<file path="config.mk">
export PLATFORM = sky130hd
export DESIGN_NAME = jtframe_tilemap_rom
export DESIGN_NICKNAME = d
export VERILOG_FILES = /design/src/rtl/jtframe_tilemap_rom.sv
export SDC_FILE = /design/constraint.sdc
export NUM_CORES = 1
export LEC_CHECK = 0
export CAP_MARGIN = 25
export CORE_MARGIN = 1
export CORE_UTILIZATION = 24
export CTS_BUF_LIST = sky130_fd_sc_hd__clkbuf_16
export CTS_CLUSTER_DIAMETER = 50
export DETAILED_ROUTE_END_ITERATION = 10
export GPL_ROUTABILITY_DRIVEN = 0
export SETUP_SLACK_MARGIN = 0.1
export SYNTH_ARGS = -nofsm -noshare
export SYNTH_HDL_FRONTEND = slang
export SYNTH_SLANG_ARGS = --single-unit
export TNS_END_PERCENT = 50
</file>
<file path="constraint.sdc">
create_clock -name clk -period 4.3 [get_ports clk]
set_input_delay 1.29 -clock clk [delete_from_list [all_inputs] [get_ports clk]]
set_output_delay 1.29 -clock clk [all_outputs]
set_load 0.05 [all_outputs]
</file>
<file path="src/rtl/jtframe_tilemap_rom.sv">
// rtl/jtframe_tilemap_rom.sv - tile ROM fetcher between tilemap and SDRAM arbiter with deadline tracking (option: JTFRAME_TILEROM_BLANK_EN)
module jtframe_tilemap_rom #(
    parameter int AW = 15,
    parameter int DL = 8
) (
    input  logic          rst,
    input  logic          clk,
    input  logic          pxl_cen,
    input  logic [AW-1:0] tm_addr,
    input  logic          tm_cs,
    output logic [31:0]   tm_data,
    output logic [AW-1:0] sdram_addr,
    output logic          sdram_cs,
    input  logic          sdram_ok,
    input  logic [31:0]   sdram_data,
    output logic          late,
    output logic [7:0]    late_cnt
);

    typedef enum logic {
        IDLE,
        BUSY
    } state_t;

    localparam logic [3:0] DL_LAST = 4'(DL - 1);

    state_t        state;
    state_t        state_nx;
    logic [AW-1:0] last_addr;
    logic          valid;
    logic          pend;
    logic [AW-1:0] pend_addr;
    logic          cs_d;
    logic [3:0]    dl_cnt;
    logic          expired;
    logic [31:0]   data_reg;

    logic          trigger;
    logic          done;
    logic          issue;
    logic [AW-1:0] issue_addr;
    logic          miss;

    // Request detection, completion, next issue and deadline-miss decode.
    // While BUSY, last_addr already holds the in-flight or pending address, so
    // the "nothing valid yet" qualifier only applies from IDLE; otherwise a held
    // address would re-trigger itself until the first read returns.
    always_comb begin
        state_nx   = state;
        trigger    = tm_cs && ((tm_addr != last_addr) || (!valid && state == IDLE));
        done       = (state == BUSY) && sdram_ok && cs_d;
        issue      = ((state == IDLE) && trigger) || (done && (trigger || pend));
        issue_addr = trigger ? tm_addr : pend_addr;
        miss       = (state == BUSY) && !done && pxl_cen && !expired && (dl_cnt == DL_LAST);
        if (issue) begin
            state_nx = BUSY;
        end else if (done) begin
            state_nx = IDLE;
        end
    end

    // FSM state register.
    always_ff @(posedge clk or posedge rst) begin
        if (rst) begin
            state <= IDLE;
        end else begin
            state <= state_nx;
        end
    end

    // SDRAM request handshake and per-request deadline counter.
    always_ff @(posedge clk or posedge rst) begin
        if (rst) begin
            sdram_cs   <= 1'b0;
            sdram_addr <= '0;
            cs_d       <= 1'b0;
            dl_cnt     <= 4'd0;
            expired    <= 1'b0;
        end else if (issue) begin
            sdram_cs   <= 1'b1;
            sdram_addr <= issue_addr;
            cs_d       <= 1'b0;
            dl_cnt     <= 4'd0;
            expired    <= 1'b0;
        end else if (done) begin
            sdram_cs <= 1'b0;
            cs_d     <= 1'b0;
        end else begin
            cs_d <= sdram_cs;
            if (state == BUSY && pxl_cen && !expired) begin
                dl_cnt <= dl_cnt + 4'd1;
                if (dl_cnt == DL_LAST) begin
                    expired <= 1'b1;
                end
            end
        end
    end

    // Returned data capture and one-deep newest-wins pending slot.
    always_ff @(posedge clk or posedge rst) begin
        if (rst) begin
            data_reg  <= 32'd0;
            valid     <= 1'b0;
            last_addr <= '0;
            pend      <= 1'b0;
            pend_addr <= '0;
        end else begin
            if (trigger) begin
                last_addr <= tm_addr;
            end
            if (done) begin
                data_reg <= sdram_data;
                valid    <= 1'b1;
                pend     <= 1'b0;
            end else if (state == BUSY && trigger) begin
                pend      <= 1'b1;
                pend_addr <= tm_addr;
            end
        end
    end

    // Sticky late flag and saturating miss counter.
    always_ff @(posedge clk or posedge rst) begin
        if (rst) begin
            late     <= 1'b0;
            late_cnt <= 8'd0;
        end else if (miss) begin
            late <= 1'b1;
            if (late_cnt != 8'hFF) begin
                late_cnt <= late_cnt + 8'd1;
            end
        end
    end

`ifdef JTFRAME_TILEROM_BLANK_EN
    assign tm_data = (state == BUSY && expired) ? 32'h0 : data_reg;
`else
    assign tm_data = data_reg;
`endif

endmodule

</file>
Word-level counts from Yosys, hierarchy flattened

Index checks and enable logic that the tools add are counted.

Equal/unequal tests: 4
Bitwise operators: 2
Add/subtract/negate cells: 2
Mux-type cells: 15
Reduce and logical (&&, ||, !) cells: 27

Operators with widths:

| cell                                                   | count |
|---|---|
| two-way mux 15 bit                                     | 1 |
| inequality test 15 bit                                 | 1 |
| logical AND 1 bit                                      | 13 |
| two-way mux 4 bit                                      | 3 |
| two-way mux 1 bit                                      | 11 |
| adder 8 x 1 -> 8 bit (second input constant)           | 1 |
| inequality test 8 bit (second input constant)          | 1 |
| nonzero test 2 bit                                     | 4 |
| AND reduction 2 bit                                    | 3 |
| adder 4 x 1 -> 4 bit (second input constant)           | 1 |
| == test 4 x 3 -> 1 bit (second input constant)         | 1 |
| zero test 1 bit                                        | 3 |
| logical OR 1 bit                                       | 3 |
| AND reduction 3 bit                                    | 1 |
| inequality test 2 x 1 -> 1 bit (second input constant) | 1 |
| NOT 1 bit                                              | 2 |

Output and inout bits: 57
Bits in registers: 96
Logic and storage cells: 63

Longest topological paths before layout

Gate-level depths: netlist of the first run.

Word-level depth: 9
Depth in mapped cells: 8
Gate-level depth less buffers: 7

Worst setup path before layout of the first run

Ideal clock, no wire load.

Kind: input to register
Start: input port tm_addr[1]
End: register sdram_addr[6]
Library setup time: 0.149 ns
Data arrival time: 2.554 ns
Data required time: 4.151 ns
Path slack: 1.596 ns
Stages on the path: 8
Cell sequence: xor2_1 > nor4_2 > nand4_1 > and3_1 > buf_6 > a21oi_4 > buf_4 > a222oi_1

Cells in the longest elaborated chain, start to end: 6

RTL lines:

| item                       | RTL line | RTL |
|---|---|---|
| from (decl)                | 9        | `input logic [AW-1:0] tm_addr,` |
| inequality test 15 bit (*) | 50       | `trigger = tm_cs && ((tm_addr != last_addr) \|\| (!valid && state == IDLE));` |
| logical OR 1 bit (*)       | 50       |  |
| logical AND 1 bit (*)      | 50       |  |
| logical OR 1 bit           | 52       | `issue = ((state == IDLE) && trigger) \|\| (done && (trigger \|\| pend));` |
| logical AND 1 bit          | 52       |  |
| logical OR 1 bit           | 52       |  |
| to (signal assigned)       | 81       | `sdram_addr <= issue_addr;` |
| to (decl)                  | 12       | `output logic [AW-1:0] sdram_addr,` |

Mark *: on every way between the ends. The rest lies on a longest branch, timed or not.
A chain may end at the register's enable or synchronous reset.

Final worst setup path of the first run

Start: input port tm_addr[10]
End: register sdram_addr[13]

Same word-level chain as after synthesis.

==> results.env, run 1 <==
OUTCOME='complete, no violations'
CTS-BUFFERS-INSERTED=9
POSTCTSRESIZEDCELLS=0
SWITCHING_SHARE_PCT=43.8
DRCVIOLATIONCOUNT=0
PLACED_CELLS_INCL_TAPS=722
GRT_SETUP_UNREPAIRED='no'
CRITPATHARRIVALTIME_NS=3.51
COREAREA_UM2=16100
WORSTSETUPENDPOINTTYPE='register'
VDD_IR_DROP_MAX_V=0.000335
POSTCTSSETUPBUFFERS=0
SYNTHTOPCELLSBYCOUNT='sky130_fd_sc_hd__nand2_1 (135), sky130_fd_sc_hd__dfrtp_1 (96), sky130_fd_sc_hd__inv_1 (47)'
TIMING.REG2REG.SETUP_SLACK_NS=1.97
COMBPWRFRAC_PCT=46.3
FILLER_CELL_COUNT=1598
SYNTH_TOP_FAMILY_BY_AREA='simple AND/OR/NAND/NOR gates'
GRT_MAX_DEGREE=65
POST_SYNTH_AND_OR_NAND_NOR_AREA_FRACTION_PCT=17.5
SYNTH_TOP_CELLS_BY_AREA='sky130_fd_sc_hd__dfrtp_1 (60%), sky130_fd_sc_hd__nand2_1 (13%), sky130_fd_sc_hd__inv_1 (4.4%), sky130_fd_sc_hd__xor2_1 (3.9%), sky130_fd_sc_hd__o21ai_0 (3.9%)'
SEQUENTIALPOWERSHARE_PCT=34.8
DP_WORST_SETUP_SLACK_NS=0.574
WORST_PIN_SLEW_NS=0.787
TIMING.FINAL.WS_SETUP_NS=0.983
IO_PINS=109
GRT_USE_TOTAL_PCT=12.3
PER_INSTANCE_AVERAGE_AREA_AFTER_SYNTHESIS_UM2=9.85
VIA_COUNT=3124
TIMING.CLOCK.SKEW_NS=0.00962
SYNTH_NETS=461
CTS_BUFFER_DEPTH=2
DIE_H_UM=131
SYNTH_COMPOUND_AREA_SHARE_PCT=9.36
POSTSYNTHREGISTERBITS=96
PORT_BUFFER_COUNT=108
LAYOUT-DRIVE-GT1-SHARE_PCT=5.56
CLOCK_TREE_FROM_TRITONCTS='built'
POST-LAYOUT-TOTAL-POWER_W=0.00405
CLK_PIN_SLEW_NS=0.06
YOSYS_MOST_USED_DFF='sky130_fd_sc_hd__dfrtp_1'
GLOBAL_ROUTE.USAGE.MET2_PCT=20.3
FIRST_GLOBAL_VIAS=3247
SYNTH-XOR-AREA-SHARE_PCT=5.46
SYNTH_TOP_AREA_SHARE_PCT=59.9
DIE_X_UM=131
POWER_REPORT.INTERNAL_TOTAL_W=0.00227
POWER.SWITCHING_W=0.00177
CLOCK_INSERTION_DELAY_WORST_SKEW_NS=0.35
DRTITER0DRC=191
START_UTIL_PCT=24.9
FLOORPLAN.DIE_AREA_UM2=17200
MAXCAPVIOLCOUNT=0
MAX_CLOCK_FREQ_MHz=301
SYNTH_ADDER_AREA_SHARE_PCT=0.624
SYN-CELL-AREA_UM2=4010
SYNTH_EDF_COUNT=0
LEAKAGE_nW=2.68
WL_PER_CELL_UM=13.4
YOSYS_WARNINGS=0
FINAL_CELL_COUNT_NO_FILL=738
CP_MAX_FO=17
ROWS=46
GLOBAL_ROUTE.PEAK_USAGE_LAYER='met2'
SYNTH.LIB_CELLS_USED.DISTINCT=31
VIAS_PER_CELL=4.23
CRIT_PATH_START_KIND='primary input'
MIN_PATH_TYPE='register to register'
POST_SYNTH_MUX_AREA_SHARE_PCT=0.531
ANTENNA_LEFT=0
FINALSETUPVIOLCOUNT=0
POSTCTSHOLDBUFS=0
TOTALWIRELENGTH_MM=9.86
HTREE_LEVELS=3
DETAIL_ROUTE.FIRST_PASS.ITERATIONS=5
PATH_CLASS='primary input to register'
YS_SEQ_AREA_SHARE_PCT=59.9
ANTENNA_FOUND_INITIAL=0
PERIOD_SHARE_PCT=77.1
CTS_SINKS=96
CLOCK_POWER_SHARE_PCT=18.9
YOSYS.AREA.TOP_TYPE='sky130_fd_sc_hd__dfrtp_1'
NETS=571
CRITPATHREQUIREDTIME_NS=4.49
GLOBAL_ROUTE_WIRE_LENGTH_BEFORE_REPAIR_MM=16.7
SYNTHESIS.INSTANCES=407
TIMING.SLEW.HEADROOM_PCT=47.5
ANTENNA-DIODE-COUNT=0
GRT_USE_MET1_PCT=15.2
FINAL-MAX-SLEW-VIOLATION-COUNT=0
YOSYS.CELL_COUNT.TOP_TYPE='sky130_fd_sc_hd__nand2_1'
AREAGROWTHSYNTHTOFINISH_PCT=40.1
SYNTHARSTFLOPSHARE_PCT=100
USE_MET3_PCT=3.74
FINALHOLDVIOLATIONS=0
GRT-OVFL-TOTAL=0
CTS_ROOT_BUF='sky130_fd_sc_hd__clkbuf_16'
DP_HPWL_MM=7.11
FINALSETUPTNS_NS=0
PWR_DENSITY_CELL_nW_PER_UM2=721
FINAL.MIN_CLOCK_PERIOD_NS=3.32
-- per-stage QoR --
| stage | area (µm²) | hold slack, ns | util, % |
|---|---|---|---|
| final | 5620 | 0.470 | 34.9 |
| after CTS | 5620 | 0.476 | 34.9 |
| after detailed placement | 5340 | 0.454 | 33.1 |
| after floorplan | 4010 | 0.436 | - |
| after global placement | 5340 | 0.456 | 33.1 |
| after global routing | 5620 | 0.499 | 34.9 |
-- cell usage in the layout (no fill, tap or decap), types with 6 or more instances in the layout --
cell type	count
sky130_fd_sc_hd__nand2_1	135
sky130_fd_sc_hd__clkdlybuf4s50_1	108
sky130_fd_sc_hd__dfrtp_1	96
sky130_fd_sc_hd__inv_1	50
sky130_fd_sc_hd__o21ai_0	31
sky130_fd_sc_hd__xor2_1	18
sky130_fd_sc_hd__a222oi_1	15
sky130_fd_sc_hd__clkbuf_16	9
sky130_fd_sc_hd__nor2_1	8
sky130_fd_sc_hd__buf_4	8
sky130_fd_sc_hd__xnor2_1	7
sky130_fd_sc_hd__nand3_1	6
-- power by group through the flow --
stage	Combinational [W]	Clock, W	Sequential (W)
6_report	0.00187	0.000767	0.00141
5_1_grt	0.00201	0.000837	0.00145
4_1_cts	0.00190	0.000803	0.00141
3_5_place_dp	0.00189	0	0.00142
3_3_place_gp	0.00186	0	0.00141
2_1_floorplan	0.000502	0	0.00215
-- final cells by class --
| type | instances | area, µm² | area share (%) |
|---|---|---|---|
| Inverter | 47 | 179 | 3.18 |
| Clock buffer | 9 | 225 | 4.01 |
| Multi-Input combinational cell | 247 | 1340 | 23.9 |
| Tap cell | 216 | 270 | 4.81 |
| Clock inverter | 7 | 57.6 | 1.02 |
| Sequential cell | 96 | 2400 | 42.8 |
| Timing Repair Buffer | 116 | 1140 | 20.3 |
-- flip-flops by register name, indices dropped and copies added (netlist names) --
name and flops:
pend_addr 15, pend 1, state 1, expired 1, late_cnt 8, cs_d 1
sdram_cs 1, last_addr 15, tm_data 32, sdram_addr 15, valid 1, dl_cnt 4
late 1
-- routing by layer --
layer | part of all wire, % | routed length, µm
met1 | 46 | 4560
met3 | 6.1 | 597
met5 | 0 | 0
met4 | 0.75 | 74
met2 | 47 | 4630
-- critical path: stages --
cell,delay (ns)
sky130_fd_sc_hd__clkdlybuf4s50_1,0.46
sky130_fd_sc_hd__xor2_1,0.17
sky130_fd_sc_hd__nor4_2,0.31
sky130_fd_sc_hd__nand4_1,0.20
sky130_fd_sc_hd__and3_1,0.45
sky130_fd_sc_hd__a21oi_4,0.47
sky130_fd_sc_hd__a222oi_1,0.16
-- final timing paths --
path	start	endpoint	cells after the start
max reg2reg	last_addr[1]	sdram_addr[13]	6
min in group asynchronous	rst	tm_data[27]	2
min	valid	valid	1
max	tm_addr[10]	sdram_addr[13]	7
min reg2reg	valid	valid	1
max in group asynchronous	rst	tm_data[18]	3
-- kinds of logic (layout without fill, tap and decap cells) --
family | count (synthesis) | count (layout)
buf+inv | 64 | 179
simple gates | 166 | 166
mux | 2 | 2
fa+ha+maj | 2 | 2
xor+xnor | 25 | 25
compound gates | 52 | 52
flops | 96 | 96
(Power assumes the default switching activity.)
==> run 2, diff against run 1 <==
==> constraint.sdc (replaced) <==
create_clock -name clk -period 2.85 [get_ports clk]
set_input_delay 0.855 -clock clk [delete_from_list [all_inputs] [get_ports clk]]
set_output_delay 0.855 -clock clk [all_outputs]
set_load 0.05 [all_outputs]
==> results.env, run 2 (synthesis results as in run 1) <==
DIE_H_UM=131
MAX_CLOCK_FREQ_MHz=396
R2R.WORST_PATH.CELLS=6
WORSTSETUPENDPOINTTYPE='register'
TIMING.CLOCK.SKEW_NS=0.00886
MOSTFREQUENTLAYOUTCELLS='sky130_fd_sc_hd__nand2_1 (135), sky130_fd_sc_hd__clkdlybuf4s50_1 (108), sky130_fd_sc_hd__dfrtp_1 (96)'
TIMING.CRITICAL_PATH.MAX_DELAY_FAMILY='simple AND/OR/NAND/NOR gates'
LAYOUT.CELLS.MOST_COMMON='sky130_fd_sc_hd__nand2_1'
DRTITER0DRC=160
WL_PER_CELL_UM=12.8
CLK_PIN_SLEW_NS=0.06
POSTCTSHOLDBUFS=0
CP_MAX_FO=6
POSTCTSRESIZEDCELLS=0
MIN_PATH_TYPE='register to register'
CRITPATHREQUIREDTIME_NS=3.08
CTS_SINKS=96
WORST_HOLD_SLACK_NS=0.476
NETS=582
PORT_BUFFER_COUNT=108
HP-START='tm_data[15]'
LAYOUT-DRIVE-GT1-SHARE_PCT=8.07
TIMING.FINAL.WS_SETUP_NS=0.327
ANTENNA-DIODE-COUNT=0
ANTENNA_FOUND_INITIAL=0
COREAREA_UM2=16100
CRITPATHARRIVALTIME_NS=2.75
GRT_USE_TOTAL_PCT=11.8
GLOBAL_ROUTE_WIRE_LENGTH_BEFORE_REPAIR_MM=16.2
SLOWEST_STAGE='sky130_fd_sc_hd__clkdlybuf4s50_1'
FLOORPLAN.DIE_AREA_UM2=17200
TIMING.CRITICAL_PATH.BUF_INV=2
FINAL_CELL_COUNT_NO_FILL=749
IO_PINS=109
DRCVIOLATIONCOUNT=0
VIAS_PER_CELL=4.14
TIMING.REG2REG.SETUP_SLACK_NS=0.88
CTS-BUFFERS-INSERTED=9
PERIOD_SHARE_PCT=88.5
TIMING.CRITICAL_PATH.CELLS='clkdlybuf4s50_1 -> xor2_1 -> nor4_2 -> nand4_1 -> and3_1 -> buf_4 -> a222oi_1'
CTS_ROOT_BUF='sky130_fd_sc_hd__clkbuf_16'
POSTLAYOUTCOREUTIL_PCT=35.8
DETAIL_ROUTE.FIRST_PASS.ITERATIONS=5
DIE_X_UM=131
GRT-OVFL-TOTAL=0
WHS_ENDPOINT='tm_data[15]'
DP_WORST_SETUP_SLACK_NS=-0.0788
ANTENNA_LEFT=0
VIA_COUNT=3102
GRT_MAX_DEGREE=34
FINAL.MIN_CLOCK_PERIOD_NS=2.52
VDD_IR_DROP_MAX_V=0.000402
PATH_CLASS='primary input to register'
FINALHOLDVIOLATIONS=0
RR_ENDPOINT='sdram_addr[1]'
WORST_PIN_SLEW_NS=0.747
ROWS=46
CRIT_PATH_START_KIND='primary input'
CRIT-REG2REG-LAUNCH='last_addr[1]'
AREAGROWTHSYNTHTOFINISH_PCT=43.8
FIRST_GLOBAL_VIAS=3184
PWR_DENSITY_CELL_nW_PER_UM2=1080
WHS_PATH_DEPTH=2
FINAL-MAX-SLEW-VIOLATION-COUNT=0
FINALSETUPVIOLCOUNT=0
START_UTIL_PCT=24.9
CLOCK_TREE_FROM_TRITONCTS='built'
OUTCOME='complete, no violations'
TOTALWIRELENGTH_MM=9.57
POST-LAYOUT-TOTAL-POWER_W=0.00621
POSTCTSSETUPBUFFERS=0
PLACED_CELLS_INCL_TAPS=733
FLIP_FLOP_COUNT_OF_THE_LARGEST_REGISTER_ALL_COPIES_AND_WORDS_ADDED=32
CLOCK_INSERTION_DELAY_WORST_SKEW_NS=0.34
LEAKAGE_nW=2.74
GRT_SETUP_UNREPAIRED='no'
HTREE_LEVELS=3
TIMING.SLEW.HEADROOM_PCT=50.1
CTS_BUFFER_DEPTH=2
MAX_STAGE_DELAY_NS=0.43
MAXCAPVIOLCOUNT=0
DP_HPWL_MM=7.03
## run 2: changes by cell type in the layout (fill, tap and decap cells not counted)
cell / delta
sky130_fd_sc_hd__buf_12: +4
sky130_fd_sc_hd__buf_4: +7
sky130_fd_sc_hd__clkinv_4: +1
sky130_fd_sc_hd__clkinvlp_4: +2
sky130_fd_sc_hd__inv_1: -3
sky130_fd_sc_hd__inv_4: -1
sky130_fd_sc_hd__inv_6: +1
## run 2: stage by stage
step,setup TNS (ns),instance area (µm²)
finish,0,5770
global route,0,5770
CTS,0,5770
detailed placement,-0.673,5470
global placement,-0.127,5470
floorplan,0,4010
## run 2: power breakdown
group	switching [W]	leakage (nW)	internal, W	total [W]
Sequential	0.000296	1.17	0.00184	0.00213
Clock	0.000517	0.145	0.000680	0.00120
Combinational	0.00189	1.43	0.000988	0.00288
## run 2: how the worst max path moves through the flow
stage	from	end	slack [ns]	cells after the start
4_1_cts	tm_addr[1]	sdram_addr[1]	0.30	7
2_1_floorplan	tm_addr[1]	sdram_addr[6]	0.58	8
6_report	tm_addr[1]	sdram_addr[1]	0.33	7
3_5_place_dp	tm_addr[1]	sdram_addr[1]	-0.08	7
3_3_place_gp	tm_addr[1]	sdram_addr[9]	-0.02	7
5_1_grt	tm_addr[12]	dl_cnt[3]	0.17	8
## run 2: layout make-up
cell class	count	area, µm²
clock buffers	9	225
clock inverters	7	71.3
fillers	1597	10300
inverters	47	180
multi-input cells	247	1340
flip-flops and latches	96	2400
well taps	216	270
repair buffers	127	1270
## run 2: worst reg2reg max path, delay by kind of cell, from the launching register on
kind,cells,cell delay [ns]
XOR/XNOR,1,0.17
AND/OR/NAND/NOR,3,0.78
flip-flops,1,0.39
AO/OA/AOI/OAI,1,0.33
buffers and inverters,1,0.19
## run 2: routing by layer
| metal | share of wire, % | routed length [µm] | GRT usage [%] |
|---|---|---|---|
| met1 | 50 | 4740 | 15.9 |
| met2 | 43 | 4100 | 18.1 |
| met3 | 5.9 | 567 | 2.89 |
| met4 | 1.7 | 162 | 4.71 |
| met5 | 0 | 0 | 0 |
==> run 3, diff against run 2 <==
--- a/config.mk
+++ b/config.mk
@@ -5,7 +5,7 @@
 export SDC_FILE = /design/constraint.sdc
 export NUM_CORES = 1
 export LEC_CHECK = 0
-export CAP_MARGIN = 25
+export CAP_MARGIN = 20
 export CORE_MARGIN = 1
 export CORE_UTILIZATION = 24
 export CTS_BUF_LIST = sky130_fd_sc_hd__clkbuf_16
==> results of run 3 <==
Final layout, timing and power as in run 2 (identical DEF).
